### src/rtl/convolver_pkg.sv
// rtl/convolver_pkg.sv - shared constants, state encoding and helpers for the convolver datapath
//
// Purpose : Default element geometry shared by shift_register_feeder and
//           shift_register, the feeder FSM state encoding, and a constant
//           clog2 helper for sizing index registers.
// Ports   : none (package)

package convolver_pkg;

    // Default geometry shared with shift_register
    localparam int DEFAULT_SIZE        = 3;
    localparam int DEFAULT_DATA_WIDTH  = 32;
    localparam int DEFAULT_COUNT_WIDTH = 16;

    // Feeder FSM states
    typedef enum logic {
        IDLE = 1'b0,
        SEND = 1'b1
    } feeder_state_t;

    // Ceiling log2, usable in parameter expressions. clog2(1) = 0.
    function automatic int clog2(input int value);
        int result;
        result = 0;
        for (int i = 0; i < 31; i++) begin
            if ((1 << i) < value) begin
                result = i + 1;
            end
        end
        return result;
    endfunction

endpackage : convolver_pkg

### src/rtl/shift_register_feeder.sv
// rtl/shift_register_feeder.sv - parallel-to-serial feeder for the convolver shift_register
//
// Purpose : Accepts one SIZE-element word over a valid/ready handshake and
//           streams its elements, element 0 first, one per handshake on a
//           DATA_WIDTH registered stream. The last element of a word can be
//           retired on the same edge a new word is loaded, so back-to-back
//           words stream with no bubble.
// Ports   :
//   clock        in   system clock, rising edge
//   reset        in   asynchronous active-low reset
//   load_data    in   SIZE*DATA_WIDTH parallel word, element i at [i*DW +: DW]
//   load_valid   in   load_data valid
//   load_ready   out  feeder accepts a word this cycle (combinational)
//   shift_out    out  current element (registered)
//   shift_valid  out  shift_out valid
//   shift_ready  in   downstream accepts shift_out this cycle
//   shift_last   out  shift_out is element SIZE-1 of its word
//   words_sent   out  count of fully transmitted words, wraps

module shift_register_feeder
    import convolver_pkg::*;
#(
    parameter int SIZE        = DEFAULT_SIZE,
    parameter int DATA_WIDTH  = DEFAULT_DATA_WIDTH,
    parameter int COUNT_WIDTH = DEFAULT_COUNT_WIDTH
) (
    input  logic                         clock,
    input  logic                         reset,
    input  logic [SIZE*DATA_WIDTH-1:0]   load_data,
    input  logic                         load_valid,
    output logic                         load_ready,
    output logic [DATA_WIDTH-1:0]        shift_out,
    output logic                         shift_valid,
    input  logic                         shift_ready,
    output logic                         shift_last,
    output logic [COUNT_WIDTH-1:0]       words_sent
);

    // Index register is at least one bit wide even for degenerate sizes
    localparam int IW = (clog2(SIZE) < 1) ? 1 : clog2(SIZE);
    localparam logic [IW-1:0] LAST_INDEX = IW'(SIZE - 1);

    feeder_state_t               r_state;
    logic [IW-1:0]               r_index;
    logic [SIZE*DATA_WIDTH-1:0]  r_word;
    logic [DATA_WIDTH-1:0]       r_shift_out;
    logic                        r_shift_valid;
    logic                        r_shift_last;
    logic [COUNT_WIDTH-1:0]      r_words_sent;

    logic                        w_load_ready;
    logic                        w_load_fire;
    logic                        w_shift_fire;
    logic                        w_at_last;
    logic [IW-1:0]               w_next_index;
    logic [DATA_WIDTH-1:0]       w_next_elem;
    logic [DATA_WIDTH-1:0]       w_first_elem;

    // Reload is allowed while the final element is being accepted; gating
    // with reset keeps load_ready low for the whole time reset is held.
    assign w_load_ready = reset &&
                          ((r_state == IDLE) || (r_shift_last && shift_ready));
    assign w_load_fire  = load_valid && w_load_ready;
    assign w_shift_fire = r_shift_valid && shift_ready;
    assign w_at_last    = (r_index == LAST_INDEX);
    assign w_next_index = r_index + 1'b1;
    assign w_first_elem = load_data[DATA_WIDTH-1:0];

    // Element mux for the next element of the held word
    always_comb begin
        w_next_elem = '0;
        for (int i = 0; i < SIZE; i++) begin
            if (w_next_index == IW'(i)) begin
                w_next_elem = r_word[i*DATA_WIDTH +: DATA_WIDTH];
            end
        end
    end

    always_ff @(posedge clock or negedge reset) begin
        if (!reset) begin
            r_state       <= IDLE;
            r_index       <= '0;
            r_word        <= '0;
            r_shift_out   <= '0;
            r_shift_valid <= 1'b0;
            r_shift_last  <= 1'b0;
            r_words_sent  <= '0;
        end else begin
            // A word counts only once its final element has been accepted
            if (w_shift_fire && w_at_last) begin
                r_words_sent <= r_words_sent + 1'b1;
            end

            if (w_load_fire) begin
                // Covers both the idle load and the pipelined reload
                r_word        <= load_data;
                r_index       <= '0;
                r_state       <= SEND;
                r_shift_out   <= w_first_elem;
                r_shift_valid <= 1'b1;
                r_shift_last  <= (SIZE == 1);
            end else if (w_shift_fire) begin
                if (w_at_last) begin
                    // shift_out intentionally keeps its last value
                    r_state       <= IDLE;
                    r_shift_valid <= 1'b0;
                    r_shift_last  <= 1'b0;
                end else begin
                    r_index      <= w_next_index;
                    r_shift_out  <= w_next_elem;
                    r_shift_last <= (w_next_index == LAST_INDEX);
                end
            end
        end
    end

    assign load_ready  = w_load_ready;
    assign shift_out   = r_shift_out;
    assign shift_valid = r_shift_valid;
    assign shift_last  = r_shift_last;
    assign words_sent  = r_words_sent;

endmodule : shift_register_feeder
### config.mk
export PLATFORM = sky130hd
export DESIGN_NAME = shift_register_feeder
export DESIGN_NICKNAME = d
export VERILOG_FILES = /design/src/rtl/convolver_pkg.sv /design/src/rtl/shift_register_feeder.sv
export SDC_FILE = /design/constraint.sdc
export NUM_CORES = 1
export LEC_CHECK = 0
export ABC_AREA = 1
export CAP_MARGIN = 20
export CORE_ASPECT_RATIO = 0.6
export CORE_MARGIN = 1.5
export CORE_UTILIZATION = 35
export CTS_CLUSTER_SIZE = 16
export DETAILED_ROUTE_END_ITERATION = 10
export PLACE_DENSITY = 0.56
export REMOVE_ABC_BUFFERS = 1
export SLEW_MARGIN = 25
export SYNTH_ARGS = -nofsm -noshare
export SYNTH_HDL_FRONTEND = slang
export SYNTH_SLANG_ARGS = --single-unit
### constraint.sdc
create_clock -name clock -period 2.7 [get_ports clock]
set_input_delay 0.54 -clock clock [delete_from_list [all_inputs] [get_ports clock]]
set_output_delay 0.54 -clock clock [all_outputs]
set_load 0.01 [all_outputs]
Word-level counts from Yosys, hierarchy flattened
Index checks and enable logic that the tools add are counted.
Widths: inputs -> output; s select.
{"block": "classes", "order_cmp": 0, "addsub": 2, "multipliers": 0, "bitwise_logic": 1, "n_eq_ne": 4, "shifts": 0, "reduce_logical": 11, "n_mux": 15, "div": 0}
{"cell": "$mux 32", "count": 6}
{"cell": "$add 16x1->16 const B", "count": 1}
{"cell": "$mux 1", "count": 6}
{"cell": "$mux 2", "count": 3}
{"cell": "$logic_and 1x1->1", "count": 5}
{"cell": "$eq 2x2->1 const B", "count": 2}
{"cell": "$reduce_and 2->1", "count": 2}
{"cell": "$reduce_bool 2->1", "count": 2}
{"cell": "$add 2x1->2 const B", "count": 1}
{"cell": "$eq 2x1->1 const B", "count": 1}
{"cell": "$logic_not 2->1", "count": 1}
{"cell": "$ne 2x2->1 const B", "count": 1}
{"cell": "$logic_or 1x1->1", "count": 1}
{"cell": "$not 1->1", "count": 1}
{"block": "totals", "memories": 0, "word_cells": 39, "reg_bits": 148, "out_inout_bits": 51, "ramBits": 0, "latchBits": 0, "rom_bits": 0}

Logic depth before layout (Yosys ltp)
{"block": "depth", "depth_word": 8, "ltp_mapped": 11, "depth_no_buf": 9}

Least setup slack after synthesis
Ideal clock, no wire load.
{"block": "synth_timing", "kind": "register to register", "startpoint": "register r_index[1]", "endpoint": "register r_shift_out[21], in the netlist shift_out[21]", "arrival_time_ns": 1.431, "t_required_ns": 2.583, "setup_ns": 0.117, "path_slack_ns": 1.152, "period_less_slack_ns": 1.548, "stages_incl_launch_ff": 11, "path_buffers": 2, "cell_sequence": "dfrtp_1 inv_1 ha_1 buf_2 inv_1 buf_2 or2_2 nand2_1 nor2_1 nor2_1 nor2_1"}
{"block": "synth_via", "elab_chain_len": 8, "elab_cells_between_ends": 13}
{"element": "start: declaration", "line": "shift_register_feeder.sv:44", "rtl": "logic [IW-1:0] r_index;"}
{"element": "start signal: assignment", "line": "shift_register_feeder.sv:109", "rtl": "r_index <= w_next_index;"}
{"element": "$add 2x1->2", "line": "shift_register_feeder.sv:66", "rtl": "assign w_next_index = r_index + 1'b1;"}
{"element": "$logic_not 2->1", "line": "shift_register_feeder.sv:73", "rtl": "if (w_next_index == IW'(i)) begin"}
{"element": "$mux 32 (3 in a row)", "line": "shift_register_feeder.sv:73"}
{"element": "$mux 32", "line": "shift_register_feeder.sv:103", "rtl": "if (w_at_last) begin"}
{"element": "$mux 32", "line": "shift_register_feeder.sv:102", "rtl": "end else if (w_shift_fire) begin"}
{"element": "$mux 32", "line": "shift_register_feeder.sv:94", "rtl": "if (w_load_fire) begin"}
{"element": "end signal: assignment", "line": "shift_register_feeder.sv:99", "rtl": "r_shift_out <= w_first_elem;"}
{"element": "end signal: assignment", "line": "shift_register_feeder.sv:110", "rtl": "r_shift_out <= w_next_elem;"}
{"element": "end: declaration", "line": "shift_register_feeder.sv:46", "rtl": "logic [DATA_WIDTH-1:0] r_shift_out;"}
Parallel ways exist; a longest one is shown, timed or not. The select of a mux whose other input is x is not followed.
A chain may end at the register's enable or synchronous reset.

Worst setup path after layout
{"block": "layout_timing", "startpoint": "input shift_ready", "endpoint": "output load_ready"}
{"block": "layout_via", "elab_chain_len": 3}
{"element": "start: declaration", "line": "shift_register_feeder.sv:34", "rtl": "input logic shift_ready,"}
{"element": "$logic_and 1x1->1", "line": "shift_register_feeder.sv:62", "rtl": "((r_state == IDLE) || (r_shift_last && shift_ready));"}
{"element": "$logic_or 1x1->1", "line": "shift_register_feeder.sv:62"}
{"element": "$logic_and 1x1->1", "line": "shift_register_feeder.sv:61", "rtl": "assign w_load_ready = reset &&"}
{"element": "end: declaration", "line": "shift_register_feeder.sv:31", "rtl": "output logic load_ready,"}
Every way passes these cells.

==> summary.md <==
| Metric | Value |
|---|---|
| Status | completed |
| Yosys warns | 0 |
| Vias | 5934 |
| Root Driver | clkbuf_16 |
| Setup Buffers After CTS | 0 |
| GRT Overall Usage | 19.4% |
| Mapped cell area | 6780 sq um |
| Hold Buf Count CTS | 0 |
| CP endpoint kind | output pin |
| CP dominant cell by count | nand2_1 |
| Die W | 183 microns |
| Synth area leader | dfrtp_1 |
| FF+latch count, synth | 148 |
| Synth Area in Adders | 1.11% |
| Pre-CTS setup slack | 0.231 ns |
| Skew final | 0.0127 ns |
| Post-synth EDFFs | 0 |
| Area Growth Syn to Fin | 36.1% |
| Syn avg cell area | 7.72 sq um |
| Delay-heaviest family, CP | buffers and inverters |
| Post-synthesis mux area share | 0.166% |
| Fraction of registers with async set/reset | 100% |
| Drt first-iter violations | 452 |
| Post-DP HPWL | 12300 microns |
| Count leader, synth | nand2_1 |
| Synth top cells by count | 407 x nand2_1, 148 x dfrtp_1, 98 x nor2_1, 54 x nand3_1, 33 x inv_1 |
| CTS tree | built |
| Clk sinks | 148 |
| Worst hold path class | in2async |
| Top-area cell type share of the netlist area | 54.6% |
| Hold Violations, Final | 0 |
| DR WL/cell | 14.8 microns |
| Routability Congestion | 0.780 |
| Final wirelength | 19000 microns |
| Row count | 39 |
| Clock Path Buffers | 2 |
| Largest family of logic cells by synthesized area | simple AND/OR/NAND/NOR gates |
| Peak VDD IR | 0.498 mV |
| Reg power frac | 38.0% |
| FF/Latch Area | 3700 sq um |
| WP data arrival | 1.93 ns |
| CP max-delay cell | clkdlybuf4s50_1 |
| WP buf/inv | 3 |
| PortBufs | 150 |
| CTS buffer count | 17 |
| Psw | 3.64 mW |
| Final setup fails | 0 |
| Initial Utilization | 35.7% |
| GRT overflow | 0 |
| P_leak | 4.58 nW |
| Cell Int Power | 6.23 mW |
| Cells along the critical path | clkdlybuf4s50_1 -> nand2_1 -> nand2_1 -> nand2_1 -> inv_1 -> clkdlybuf4s50_1 |
| Largest net degree at the start of global routing | 82 |
| CP peak stage delay | 0.54 ns |
| Highest clock rate | 406 MHz |
| Filler instances | 1854 |
| Vias per inst | 4.62 |
| Clock latency on the worst-skew pair | 0.42 ns |
| Slew @ Worst Pin | 0.645 ns |
| Layout cells sized above 1 | 6.56% |
| Detailed Routing Iterations Pass 1 | 5 |
| Crit share post-route | 91.3% |
| Compound-Gate Fraction of Synth Area | 4.21% |
| Synth area leaders | dfrtp_1 55%, nand2_1 23%, nor2_1 5.4% |
| Post_cts resized | 0 |
| Final Cell Area | 9230 sq um |
| Pins over their slew limit | 0 |
| Setup crit start kind | input port |
| RSZ-0062 raised after global routing | false |
| Crit path kind | in2out |
| Primary FF master, synth | dfrtp_1 |
| Post-Synth XOR/XNOR Area | 1.29% |
| Crit path time final | 2.47 ns |
| Max-cap violation count | 0 |
| Reg clk slew, reported paths | 0.06 ns |
| Die span in y | 111 microns |
| Initial antenna violation count | 1 |
| Vias in the first global route | 5744 |
| H-tree Lvls | 4 |
| Placed inst area | 8600 sq um |
| Footprint of the multi-input gates | 2760 sq um |
| Setup WS post-layout | 0.234 ns |
| Nets | 1129 |
| Seq/Total Area, Yosys | 54.6% |
| Headroom to the max-slew limit | 56.9% |
| Clock group share of total power | 24.3% |
| Synth unique cells | 21 |
| Pwr dens | 1070 nW/um^2 |
| Worst Path Required | 2.16 ns |
| Simple-gate share of the synthesized area | 33.7% |
| CP max FO | 4 |
| I/O pin cnt | 151 |
| Global-route wire length before repair | 30700 microns |
| Power share of the combinational group | 37.7% |
| Post-Syn Instances | 878 |
| DRC violations left | 0 |
| ANT nets after route | 0 |
| Core area | 19000 sq um |
| Total die area | 20200 sq um |
| Switching portion of total power | 36.8% |
-- state kept, by name (all words and copies together) (netlist names) --
name,count
r_word,96
shift_out,32
words_sent,16
r_index,2
shift_last,1
shift_valid,1
-- metrics by stage --
| step | setup TNS, ns | hold WS (ns) | cells | power (mW) | utilization [%] |
|---|---|---|---|---|---|
| 3_5_place_dp | 0 | 0.464 | 1249 | 7.50 | 45.3 |
| 5_1_grt | 0 | 0.132 | 1282 | 10.7 | 48.6 |
| 3_3_place_gp | 0 | 0.458 | 1249 | 7.44 | 45.3 |
| 6_report | 0 | 0.123 | 1284 | 9.87 | 48.6 |
| 2_1_floorplan | -125.54 | 0.244 | 833 | 5.84 | - |
| 4_1_cts | 0 | 0.176 | 1281 | 9.95 | 48.4 |
-- power by group through the flow --
stage	Combinational (mW)	Clock [mW]	Sequential, mW
after global routing	4.24	2.54	3.88
after CTS	3.76	2.45	3.75
final	3.72	2.40	3.75
after global placement	3.70	0	3.75
after floorplan	2.07	0	3.77
after detailed placement	3.74	0	3.76
-- cell families after synthesis --
kind of cell	after synthesis
AOI/OAI and AO/OA	57
xor gates and xnor gates	10
adders and majority gates	6
buffers and inverters	79
DFF	148
muxes	1
and+or+nand+nor	577
-- cell usage in the layout (no fill, tap or decap) --
cell and instances:
clkbuf_16 17, nand4_1 5, nor3_1 1, nor2_2 1, nand3_4 1, o21ai_0 25
buf_12 4, clkbuf_8 1, ha_2 2, nor2_4 1, inv_1 33, clkdlybuf4s50_1 149
buf_6 1, mux2_2 1, inv_6 4, clkinv_4 1, dfrtp_1 148, xor2_1 3
diode_2 2, or2_2 9, inv_8 1, buf_16 1, clkinv_2 1, a21oi_1 32
clkinvlp_4 4, buf_4 16, bufinv_16 2, nand2_1 407, clkbuf_1 2, xnor2_1 7
nor2_1 98, ha_1 4, nand3_1 54
-- worst reg2reg max path, delay by kind of cell (launching register included) --
| kind | cells | cell delay [ns] |
|---|---|---|
| adder cells (fa/ha/maj) | 1 | 0.18 |
| flip-flops | 1 | 0.39 |
| buffers and inverters | 3 | 0.87 |
| AND/OR/NAND/NOR | 4 | 0.40 |
-- per-layer routing --
layer  GRT usage [%]  wire, microns  share of wire (%)
met5               0              0                  0
met4            4.13             98               0.52
met3            5.26           1460                7.7
met2            26.1           7310                 39
met1            30.4          10100                 53
-- final timing paths --
path | start | to | slack (ns) | depth (start not counted)
worst max-delay path | shift_ready | load_ready | 0.23 | 6
worst min-delay path | reset | r_index[0] | 0.12 | 2
worst max register to register | r_index[1] | shift_out[7] | 0.79 | 8
worst min register to register | r_word[67] | r_word[67] | 0.47 | 2
max in group asynchronous | reset | r_word[31] | 2.03 | 3
min in group clock | r_word[67] | r_word[67] | 0.47 | 2
-- layout make-up --
cell class | instances | area share, %
well taps | 246 | 3.34
clock buffers | 20 | 4.84
clock inverters | 12 | 1.57
flip-flops and latches | 148 | 40.1
multi-input cells | 651 | 29.9
inverters | 34 | 1.40
repair buffers | 171 | 18.8
diodes | 2 | 0.0543
Power figures use the tool's default switching activity.
